--- src/rtl/mac_acc_stage.sv ---
// ---------------------------------------------------------------------------
// mac_acc_stage
//
// Purpose:
//   Accumulates a burst of unsigned 8-bit products into an ACC_W-bit sum.
//   A burst is requested with start and len. The block then accepts len
//   terms over a valid/ready handshake on p. It presents the sum on acc_out
//   with acc_valid until the consumer takes it with acc_ready.
//
// Configuration:
//   MAC_SAT_EN  - when defined, overflowing additions clamp the accumulator
//                 to 2^ACC_W-1. When undefined (default), they wrap modulo
//                 2^ACC_W. Either way, a carry out sets the sticky ovf flag.
//
// Parameters:
//   ACC_W  - accumulator / result width (>= 9)
//   LEN_W  - width of the term-count input
//
// Ports:
//   clk        in   clock, rising edge
//   rst_n      in   asynchronous active-low reset
//   start      in   request a new burst (honoured only in IDLE)
//   len        in   number of terms in the burst, sampled with start
//   p          in   unsigned product term
//   p_valid    in   p holds a valid term
//   p_ready    out  block accepts p this cycle (ACC state)
//   acc_out    out  registered burst result
//   acc_valid  out  acc_out is valid (DONE state)
//   acc_ready  in   consumer takes acc_out
//   busy       out  block is not IDLE
//   ovf        out  sticky overflow flag for the current burst
// ---------------------------------------------------------------------------
module mac_acc_stage #(
    parameter int ACC_W = 10,
    parameter int LEN_W = 4
) (
    input  logic             clk,
    input  logic             rst_n,
    input  logic             start,
    input  logic [LEN_W-1:0] len,
    input  logic [7:0]       p,
    input  logic             p_valid,
    output logic             p_ready,
    output logic [ACC_W-1:0] acc_out,
    output logic             acc_valid,
    input  logic             acc_ready,
    output logic             busy,
    output logic             ovf
);

    typedef enum logic [1:0] {
        IDLE = 2'd0,
        ACC  = 2'd1,
        DONE = 2'd2
    } state_t;

    state_t             state_q, state_d;
    logic [ACC_W-1:0]   acc_q, acc_d;
    logic [LEN_W-1:0]   cnt_q, cnt_d;
    logic               ovf_q, ovf_d;

    logic               take;
    logic [ACC_W:0]     sum_w;

    // Add with one extra bit so the carry out of ACC_W bits is visible.
    function automatic logic [ACC_W-1:0] acc_next(input logic [ACC_W:0] s);
`ifdef MAC_SAT_EN
        // Once clamped, every later term carries out again, so the sum stays clamped.
        return s[ACC_W] ? {ACC_W{1'b1}} : s[ACC_W-1:0];
`else
        return s[ACC_W-1:0];
`endif
    endfunction

    assign take  = (state_q == ACC) && p_valid;
    assign sum_w = {1'b0, acc_q} + {{(ACC_W-7){1'b0}}, p};

    // ---------------- state register ----------------
    always_ff @(posedge clk or negedge rst_n) begin
        if (!rst_n) begin
            state_q <= IDLE;
        end else begin
            state_q <= state_d;
        end
    end

    // ---------------- next-state logic ----------------
    always_comb begin
        state_d = state_q;
        case (state_q)
            IDLE: begin
                if (start) begin
                    state_d = (len == '0) ? DONE : ACC;
                end
            end
            ACC: begin
                if (p_valid && (cnt_q == LEN_W'(1))) begin
                    state_d = DONE;
                end
            end
            DONE: begin
                // start is deliberately not looked at here; a new burst needs an IDLE cycle.
                if (acc_ready) begin
                    state_d = IDLE;
                end
            end
            default: state_d = IDLE;
        endcase
    end

    // ---------------- output logic ----------------
    always_comb begin
        p_ready   = 1'b0;
        acc_valid = 1'b0;
        busy      = 1'b0;
        case (state_q)
            ACC: begin
                p_ready = 1'b1;
                busy    = 1'b1;
            end
            DONE: begin
                acc_valid = 1'b1;
                busy      = 1'b1;
            end
            default: ;
        endcase
    end

    // ---------------- datapath next state ----------------
    always_comb begin
        acc_d = acc_q;
        cnt_d = cnt_q;
        ovf_d = ovf_q;
        if ((state_q == IDLE) && start) begin
            acc_d = '0;
            cnt_d = len;
            ovf_d = 1'b0;
        end else if (take) begin
            acc_d = acc_next(sum_w);
            cnt_d = cnt_q - LEN_W'(1);
            if (sum_w[ACC_W]) begin
                ovf_d = 1'b1;
            end
        end
    end

    // ---------------- datapath registers ----------------
    always_ff @(posedge clk or negedge rst_n) begin
        if (!rst_n) begin
            acc_q <= '0;
            cnt_q <= '0;
            ovf_q <= 1'b0;
        end else begin
            acc_q <= acc_d;
            cnt_q <= cnt_d;
            ovf_q <= ovf_d;
        end
    end

    assign acc_out = acc_q;
    assign ovf     = ovf_q;

endmodule

--- config.mk ---
export PLATFORM = sky130hd
export DESIGN_NAME = mac_acc_stage
export DESIGN_NICKNAME = d
export VERILOG_FILES = /design/src/rtl/mac_acc_stage.sv
export SDC_FILE = /design/constraint.sdc
export NUM_CORES = 1
export LEC_CHECK = 0
export ABC_AREA = 1
export BUFFER_PORTS_ARGS = -buffer_cell sky130_fd_sc_hd__buf_2
export CORE_ASPECT_RATIO = 2
export CORE_MARGIN = 1.5
export CORE_UTILIZATION = 40
export DETAILED_ROUTE_END_ITERATION = 7
export GPL_ROUTABILITY_DRIVEN = 1
export MAX_ROUTING_LAYER = met4
export PLACE_DENSITY = 0.74
export SLEW_MARGIN = 20
export SYNTH_ARGS = -nofsm -noshare
export SYNTH_HDL_FRONTEND = slang
export SYNTH_SLANG_ARGS = --single-unit
--- constraint.sdc ---
create_clock -name clk -period 1.5 [get_ports clk]
set_input_delay 0.3 -clock clk [delete_from_list [all_inputs] [get_ports clk]]
set_output_delay 0.3 -clock clk [all_outputs]
set_load 0.1 [all_outputs]
Word level (Yosys, flattened, before mapping) --
Cells that the tools add are included.
Word-level totals: register bits after elaboration 17, input bits 17, output and inout bits 14, logic and storage cells 37
Cells by class: add/sub/neg operators 2, equality and inequality tests 6, multiplexer cells 15, reductions and logical operators 10
Operators with widths (number):
- two-way mux 10 bit | 2
- adder 10 x 8 -> 11 bit | 1
- two-way mux 2 bit | 4
- two-way mux 4 bit | 2
- two-way mux 1 bit | 6
- case mux 2 bit (3 select lines) | 1
- == test 4 x 1 -> 1 bit, second input constant | 1
- zero test 4 bit | 1
- != test 2 bit, second input constant | 2
- nonzero test 2 bit | 2
- subtractor 4 x 1 -> 4 bit, second input constant | 1
- logical AND 1 bit | 3
- AND reduction 3 bit | 1
- == test 2 x 1 -> 1 bit, second input constant | 1
- == test 2 bit, second input constant | 1
- zero test 2 bit | 1
- != test 2 x 1 -> 1 bit, second input constant | 1
- AND reduction 2 bit | 1
- OR reduction 2 bit | 1

Logic depth before layout (Yosys ltp) --
Gate-level depths: netlist (run 1).
depth after elaboration 4, depth in mapped cells 10, depth with buffers taken out 10

Worst setup path after synthesis (run 1) --
No wires, ideal clock.
path kind flip-flop to flip-flop, start register acc_q[0], in the netlist acc_out[0], end register acc_q[6], in the netlist acc_out[6], setup time 0.125 ns, arrival 2.043 ns, data required time 1.375 ns, slack -0.668 ns, stages on the path, launching flop included 9, buffers on the path 0, period minus slack after synthesis 2.168 ns, cell sequence dfrtp_1 -> ha_1 -> fa_1 -> nand3_1 -> nand3_2 -> nand2_1 -> nand2_1 -> o21ai_0 -> o21ai_1
Between the ends: longest elaborated chain between the ends 3
Ends and longest elaborated chain:
- from (decl) | line 58 | logic [ACC_W-1:0] acc_q, acc_d;
- from (signal assigned) | line 150 | acc_q <= '0;
- from (signal assigned) | line 154 | acc_q <= acc_d;
- adder 10 x 8 -> 11 bit | line 76 | assign sum_w = {1'b0, acc_q} + {{(ACC_W-7){1'b0}}, p};
- two-way mux 10 bit | line 138 | end else if (take) begin
- two-way mux 10 bit | line 134 | if ((state_q == IDLE) && start) begin
No other way between the ends. The select of a mux whose other input is x is not followed. A chain may end at the register's enable or synchronous reset.

Final worst setup path (run 1) --
Ends and elaborated chain as after synthesis.

==> qor.yml, run 1 <==
drive_above_1_share_pct: 52.3
synthSimpleGateAreaFrac_pct: 30.3
r2r_setup_slack_ps: -230
synth_xor_xnor_area_share_pct: 1.37
drc_errors: 0
drv_cap: 0
failed_checks: "setup timing"
antenna_left: 0
vias: 1357
synth_edf_count: 0
numClockSinks: 17
min_from: "len[0]"
cp-start-kind: "flop"
insertion_delay_ps: 260
cts_root_buf: "clkbuf_8"
cts_buffers: 3
grt_max_degree: 18
synthAdderAreaFrac_pct: 14.3
skew_ps: 10.9
grt_antenna_before_repair: 0
min_path_cells: 3
wirelength_mm: 3.87
peakVddDrop_mv: 1.89
core.rowCount: 28
synth.area.top_cells: "dfrtp_1, nand2_1, ha_1"
die_area_mm2: 0.00357
clockBufferDepth: 2
top_layer: "met4"
status: "finished, violations left"
crit_arrival_ps: 1870
synth_top_area_share_pct: 33.3
clk_pin_slew_ps: 80
core_area_mm2: 0.00301
crit_required_ps: 1640
wl_per_cell_um: 15.9
p_per_area_mw_per_mm2: 2240
grt_pass1_wl_mm: 5.91
worst-setup-path-type: "flop to flop"
leakage_nw: 0.945
met3_length_um: 89
die_x_um: 43.0
r2r-end: "acc_out[6]$_DFFE_PN0P_"
synth_compound_area_share_pct: 14.0
slew_violations: 0
postSynthCellCount: 169
fin_cells: 244
area_delta_synth_final_pct: 58.2
hold_class: "input pin to flop"
grt.total_usage_pct: 21.7
rsz0062_at_grt: "yes"
fmax_mhz: 579
syn_nets: 200
yosys_warnings: 0
die-height_um: 83.0
first_global_vias: 1420
netlist_area_mm2: 0.00128
gp_congestion: 0.822
hold_violations: 0
dr.first_iter.drc_count: 22
place_hpwl_mm: 2.66
portBuffers: 30
synth_area_per_cell_um2: 7.57
min_period_ps: 1730
slew_headroom_pct: 67.7
ys.flop_type: "dfrtp_1"
tritoncts: "yes"
initial_core_util_pct: 42.4
tns_ps: -638
holdPathEnd: "cnt_q[0]$_DFFE_PN0P_"
critical_path.endpoint_type: "flop"
r2r_cells: 8
yosysUniqueCellTypes: 27
post-route-util_pct: 67.2
worstPathMaxFanout: 4
wl_met2_mm: 2.30
yosysMostFrequentCell: "nand2_1"
vias_per_cell: 5.56
wl_met1_mm: 1.36
drt-pass1-iter-count: 4
yosys.area.top_type: "dfrtp_1"
post-route-period-util_pct: 115
reg2reg_from: "acc_out[0]$_DFFE_PN0P_"
max_slew.worst_pin.slew_ps: 489
final_nets: 246
cts_max_level: 1
hold_slack_ps: 361
ys_async_sr_fraction_pct: 100
post-place-cells: 238
power_mw: 4.54
diodes: 0
yosysSeqAreaShare_pct: 33.3
final.setup.worst_slack_ps: -228
pin_count: 31
ys_ff_latch: 17
synth_common_cells: "nand2_1, inv_1, dfrtp_1"
synth_top_family_by_area: "simple AND/OR/NAND/NOR gates"
synthMuxAreaShare_pct: 0
grt_overflow: 0
setup_viol: 5
-- worst max path at each step --
stage | start | to | slack (ps) | depth (start not counted)
3_5_place_dp | acc_out[0]$_DFFE_PN0P_ | acc_out[6]$_DFFE_PN0P_ | -150 | 8
4_1_cts | acc_out[0]$_DFFE_PN0P_ | acc_out[8]$_DFFE_PN0P_ | -150 | 8
6_report | acc_out[0]$_DFFE_PN0P_ | acc_out[6]$_DFFE_PN0P_ | -230 | 8
2_1_floorplan | acc_out[0]$_DFFE_PN0P_ | acc_out[6]$_DFFE_PN0P_ | -290 | 8
5_1_grt | acc_out[0]$_DFFE_PN0P_ | acc_out[6]$_DFFE_PN0P_ | -280 | 8
3_3_place_gp | acc_out[0]$_DFFE_PN0P_ | acc_out[6]$_DFFE_PN0P_ | -120 | 8
-- registers in the layout (all words and copies together) (netlist names) --
signal and flops:
acc_out 10, cnt_q 4, ovf 1, state_q 2
-- cell usage in the layout (no fill, tap or decap), drive strengths merged --
cell type / Yosys / layout
nor2: 16 / 16
nor3: 1 / 1
dfrtp: 17 / 17
clkinv: 0 / 1
o22ai: 1 / 1
nand3: 14 / 14
ha: 13 / 13
a22o: 2 / 2
nand2: 53 / 53
buf: 1 / 41
dlygate4sd3: 0 / 1
fa: 1 / 1
clkinvlp: 0 / 1
nand4: 2 / 2
o221ai: 4 / 4
a21boi: 2 / 2
inv: 20 / 19
and2: 1 / 1
xnor2: 2 / 2
clkbuf: 0 / 3
o21ai: 11 / 11
a21oi: 7 / 7
o21bai: 1 / 1
-- worst max-delay path: stages, from the launching register on --
cell and delay (ps):
dfrtp_4 490, ha_4 170, fa_2 360, nand3_2 110
nand3_4 90, nand2_2 100, nand2_2 60, o21ai_1 140
o21ai_1 80
-- routing by layer --
layer / GRT usage (%) / up-vias
met4: 9.64 / 0
li1: - / 648
met2: 41.0 / 36
met5: - / -
met1: 21.1 / 662
met3: 1.52 / 11
-- timing repair --
item                                   in CTS  in global routing
gates resized for setup                    14                 34
hold buffers                                1                  0
setup endpoints to repair                   9                 15
buffers inserted                            1                  0
pin swaps                                   5                  6
endpoints found under the hold margin      17                  0
-- report_power, final --
group | switching, mW | total [mW] | internal, mW
clock network | 0.174 | 0.359 | 0.185
logic | 2.17 | 3.30 | 1.14
registers | 0.194 | 0.874 | 0.680
total | 2.54 | 4.54 | 2.00
-- per-stage QoR --
step           setup WS [ps]  area [µm²]
5_1_grt                 -283        2020
2_1_floorplan           -286        1460
3_5_place_dp            -151        1770
4_1_cts                 -152        1880
3_3_place_gp            -116        1770
6_report                -228        2020
-- cell families after synthesis --
kind of cell    after synthesis
compound gates               28
xor+xnor                      2
fa+ha+maj                    14
buf+inv                      21
flops                        17
simple gates                 87
-- area by class of cell --
cell class	instances	area, µm²
well taps	30	37.5
repair buffers	42	313
clock buffers	3	41.3
inverters	20	78.8
fillers	233	990
clock inverters	1	5.00
flip-flops and latches	17	458
multi-input cells	131	1090
Power figures use the tool's default switching activity.
==> run 2, diff against run 1 <==
PLACE_DENSITY = not set   (was 0.74)
==> run 2 against run 1 <==
  * The flow still finishes with violations (setup timing)
  * Clock power shrank 3%
  * Clock-buffer cell count is the same
  * Hold slack better by 14 ps
  * Register-to-register slack improved by 120 ps
  * Sequential power down 1%
  * Critical path type unchanged
  * Largest power group unchanged
==> qor.yml, run 2 (same netlist as run 1, synthesis figures left out) <==
cts_buffers: 3
pin_count: 31
dr.first_iter.drc_count: 10
grt_max_degree: 18
cts_root_buf: "clkbuf_8"
insertion_delay_ps: 250
tns_ps: -382
final_nets: 249
clkPwrFrac_pct: 8.1
grt_overflow: 0
die-height_um: 83.0
hold_class: "input pin to flop"
clockBufferDepth: 2
setup_viol: 4
status: "finished, violations left"
grt.total_usage_pct: 20.7
place_area_mm2: 0.00180
post-route-period-util_pct: 107
grt_antenna_before_repair: 0
combinationalPowerShare_pct: 71.7
crit_required_ps: 1640
vias_per_cell: 5.22
post-place-cells: 242
leakage_nw: 0.933
antenna_left: 0
skew_ps: 2.59
wirelength_mm: 3.33
final.setup.worst_slack_ps: -109
fin_cells: 247
min_period_ps: 1610
peakVddDrop_mv: 1.92
failed_checks: "setup timing"
p_per_area_mw_per_mm2: 2240
layout_common_cells: "nand2_1, buf_2, buf_4"
place_hpwl_mm: 2.69
die_x_um: 43.0
clk_pin_slew_ps: 70
seqPwrFrac_pct: 20.1
cp-start-kind: "flop"
hold_violations: 0
fmax_mhz: 621
worstPathMaxFanout: 4
place_ws_ps: -142
largest_reg_flops: 10
drive_above_1_share_pct: 43.8
grt_pass1_wl_mm: 5.62
rsz0062_at_grt: "yes"
worst-setup-path-type: "flop to flop"
vias: 1289
portBuffers: 30
slew_headroom_pct: 67.6
drc_errors: 0
slew_violations: 0
wl_per_cell_um: 13.5
diodes: 0
max_slew.worst_pin.slew_ps: 490
area_delta_synth_final_pct: 49.4
tritoncts: "yes"
drt-pass1-iter-count: 2
cts_max_level: 1
power.internal_mw: 1.95
switching_share_pct: 54.5
final_area_mm2: 0.00191
gp_congestion: 0.810
first_global_vias: 1297
critical_path.endpoint_type: "flop"
mostFrequentLayoutCell: "nand2_1"
numClockSinks: 17
initial_core_util_pct: 42.4
crit_arrival_ps: 1750
core_area_mm2: 0.00301
core.rowCount: 28
p_switching_mw: 2.34
die_area_mm2: 0.00357
drv_cap: 0
## run 2: cell types whose count changed in the layout (fill, tap and decap cells not counted), moves of 3 or more
cell,delta
nand3_1,+4
nand2_1,+5
nor2_1,+5
a21oi_2,-3
a21oi_1,+4
buf_4,+6
nor2_4,-4
## run 2: power groups by stage
stage	Combinational, mW	Clock [mW]	Sequential, mW
2_1_floorplan	1.49	0	1.55
3_3_place_gp	2.95	0	0.854
3_5_place_dp	2.98	0	0.867
4_1_cts	3.07	0.364	0.865
5_1_grt	3.30	0.382	0.889
6_report	3.08	0.348	0.864
## run 2: worst max-delay path: stages (launching register included)
cell and delay [ps]:
dfrtp_4 490, ha_4 170, fa_2 350, nand3_2 100, nand3_4 90, nand2_2 70
nand2_1 40, o21ai_1 120, o21ai_1 60
## run 2: cell type report
class,instances,area [µm²]
multi-input combinational,131,953
timing repair buffer,45,337
fill,284,1100
sequential,17,458
clock inverter,1,5.00
tap,30,37.5
inverter,20,78.8
clock buffer,3,41.3
## run 2: through the flow
stage / util [%] / total power [mW] / hold slack, ps
final: 63.4 / 4.29 / 375
after global routing: 63.4 / 4.57 / 389
after CTS: 62.5 / 4.30 / 368
after detailed placement: 59.7 / 3.85 / 261
after global placement: 59.7 / 3.80 / 254
after floorplan: - / 3.04 / 4.41
## run 2: worst paths after layout
kind | from | end | slack, ps | cells after the start
worst max register to register | acc_out[0]$_DFFE_PN0P_ | acc_out[6]$_DFFE_PN0P_ | -110 | 8
min in group asynchronous | rst_n | acc_out[2]$_DFFE_PN0P_ | 510 | 2
worst min register to register | ovf$_DFFE_PN0P_ | ovf$_DFFE_PN0P_ | 480 | 2
worst max-delay path | acc_out[0]$_DFFE_PN0P_ | acc_out[6]$_DFFE_PN0P_ | -110 | 8
max in group asynchronous | rst_n | acc_out[5]$_DFFE_PN0P_ | 660 | 2
worst min-delay path | len[0] | cnt_q[0]$_DFFE_PN0P_ | 380 | 3
## run 2: repair_timing
item,in CTS,in global routing
hold buffers,1,0
resized for setup,10,7
endpoints found under the hold margin,17,0
pin swaps,0,3
buffers inserted,0,0
setup endpoints to repair,10,11
## run 2: metal layers
metal	vias up	track usage, %	routed length [µm]
met1	616	20.1	1190
met5	-	-	0
met2	20	41.5	2050
li1	651	-	-
met3	2	1.30	64
met4	0	4.96	25
==> run 3, diff against run 2 <==
SETUP_SLACK_MARGIN = 0.5   (was not set)
==> run 3 against run 2 <==
  * The run still ends with setup timing left
  * Sequential cell count unchanged
  * Clock skew up 1.1 ps
  * Total power up 26%
  * Utilization up 18 points
  * Non-clock buffer count up 19
  * Clock-buffer cell count unchanged
  * Sequential power up 5.9%
  * Critical path type unchanged
  * Critical endpoint unchanged
  * Largest power group unchanged
  * Highest routed layer unchanged
==> qor.yml, run 3 (same netlist as run 1, synthesis figures left out) <==
status: "finished, violations left"
failed_checks: "setup timing"
area_delta_synth_final_pct: 91.7
portBuffers: 30
setup_viol: 9
cts_max_level: 1
hold_violations: 0
reg2reg_from: "acc_out[0]$_DFFE_PN0P_"
leakage_nw: 1.12
fmax_mhz: 596
numClockSinks: 17
pin_count: 31
clk_pin_slew_ps: 70
die_area_mm2: 0.00357
crit_arrival_ps: 1830
vias: 1418
wl_per_cell_um: 15.5
grt_antenna_before_repair: 0
wirelength_mm: 4.13
cp_slowest_cell: "dfrtp_4"
cts_root_buf: "clkbuf_8"
cp_top_family: "adder cells"
largest_reg_flops: 10
final_nets: 269
place_hpwl_mm: 2.74
slew_headroom_pct: 71.9
layout_common_cells: "nand2_1, buf_4, buf_2"
hold_class: "input pin to flop"
r2r-end: "acc_out[6]$_DFFE_PN0P_"
core_area_mm2: 0.00301
core.rowCount: 28
gp_congestion: 0.817
vias_per_cell: 5.31
antenna_left: 0
r2r_setup_slack_ps: -180
grt_pass1_wl_mm: 6.62
initial_core_util_pct: 42.4
skew_ps: 3.69
drc_errors: 0
tns_ps: -753
mostFrequentLayoutCell: "nand2_1"
drv_cap: 0
tritoncts: "yes"
diodes: 0
max_slew.worst_pin.slew_ps: 422
cp-start-kind: "flop"
peakVddDrop_mv: 1.99
clockBufferDepth: 2
first_global_vias: 1491
grt.total_usage_pct: 25.0
dr.first_iter.drc_count: 19
critPathBufInv: 0
critical_path.endpoint_type: "flop"
min_period_ps: 1680
rsz0062_at_grt: "yes"
final.setup.worst_slack_ps: -179
grt_max_degree: 18
drt-pass1-iter-count: 4
die-height_um: 83.0
worstPathMaxFanout: 4
worst-setup-path-type: "flop to flop"
insertion_delay_ps: 260
crit_required_ps: 1650
min_path_cells: 3
post-route-period-util_pct: 112
p_per_area_mw_per_mm2: 2210
crit_top_cell: "o21ai_1"
die_x_um: 43.0
path_cells: "ha_4, fa_2, nand3_2, nand3_4, nand2_2, nand2_1, o21ai_1, o21ai_1"
cts_buffers: 3
grt_overflow: 0
min_from: "len[3]"
slew_violations: 0
drive_above_1_share_pct: 60.3
r2r_cells: 8
post-route-util_pct: 81.4
max_stage_delay_ps: 490
holdPathEnd: "cnt_q[3]$_DFFE_PN0P_"
run 3: worst max path at each step:
| stage | start | to | depth (start not counted) |
|---|---|---|---|
| after floorplan | acc_out[0]$_DFFE_PN0P_ | acc_out[6]$_DFFE_PN0P_ | 8 |
| after global placement | acc_out[0]$_DFFE_PN0P_ | acc_out[6]$_DFFE_PN0P_ | 8 |
| after detailed placement | acc_out[0]$_DFFE_PN0P_ | acc_out[6]$_DFFE_PN0P_ | 8 |
| after CTS | acc_out[0]$_DFFE_PN0P_ | acc_out[6]$_DFFE_PN0P_ | 8 |
| after global routing | acc_out[0]$_DFFE_PN0P_ | acc_out[8]$_DFFE_PN0P_ | 9 |
| final | acc_out[0]$_DFFE_PN0P_ | acc_out[6]$_DFFE_PN0P_ | 8 |
run 3: tightest hold or removal path: stages:
cell	delay, ps
buf_2	90
inv_1	80
o221ai_2	100
run 3: layout make-up:
class,instances,area (µm²)
repair buffers,64,687
clock inverters,1,5.00
multi-input cells,131,1130
well taps,30,37.5
flip-flops and latches,17,459
repair inverters,1,6.26
clock buffers,3,41.3
inverters,20,86.3
fillers,187,562
run 3: metal layers:
metal | routed length, µm | share of wire, % | global-route usage (%)
met1 | 1340 | 32 | 22.6
met2 | 2530 | 61 | 47.9
met3 | 81 | 2.0 | 3.04
met4 | 179 | 4.3 | 11.6
met5 | 0 | 0 | -
run 3: power breakdown:
group	internal, mW	total [mW]	switching, mW	leakage (nW)
clock	0.185	0.367	0.181	0.0255
combinational	1.78	4.14	2.36	0.896
sequential	0.683	0.915	0.232	0.203
total	2.64	5.42	2.78	1.12
run 3: what timing repair did:
item / CTS / global route
endpoints found under the hold margin: 17 / 0
hold buffers: 1 / 0
gates cloned: 1 / 0
resized for setup: 73 / 26
setup buffers: 16 / 6
pin swaps: 22 / 22
endpoints found under the setup margin: 31 / 31
run 3: per-stage QoR:
stage	hold slack (ps)	setup WS (ps)	instances	instance area, µm²	power (mW)
2_1_floorplan	4.41	-286	169	1490	3.15
3_3_place_gp	249	-141	239	1820	3.88
3_5_place_dp	264	-162	239	1820	3.96
4_1_cts	367	-125	261	2300	5.13
5_1_grt	368	-253	267	2450	5.70
6_report	352	-179	267	2450	5.42
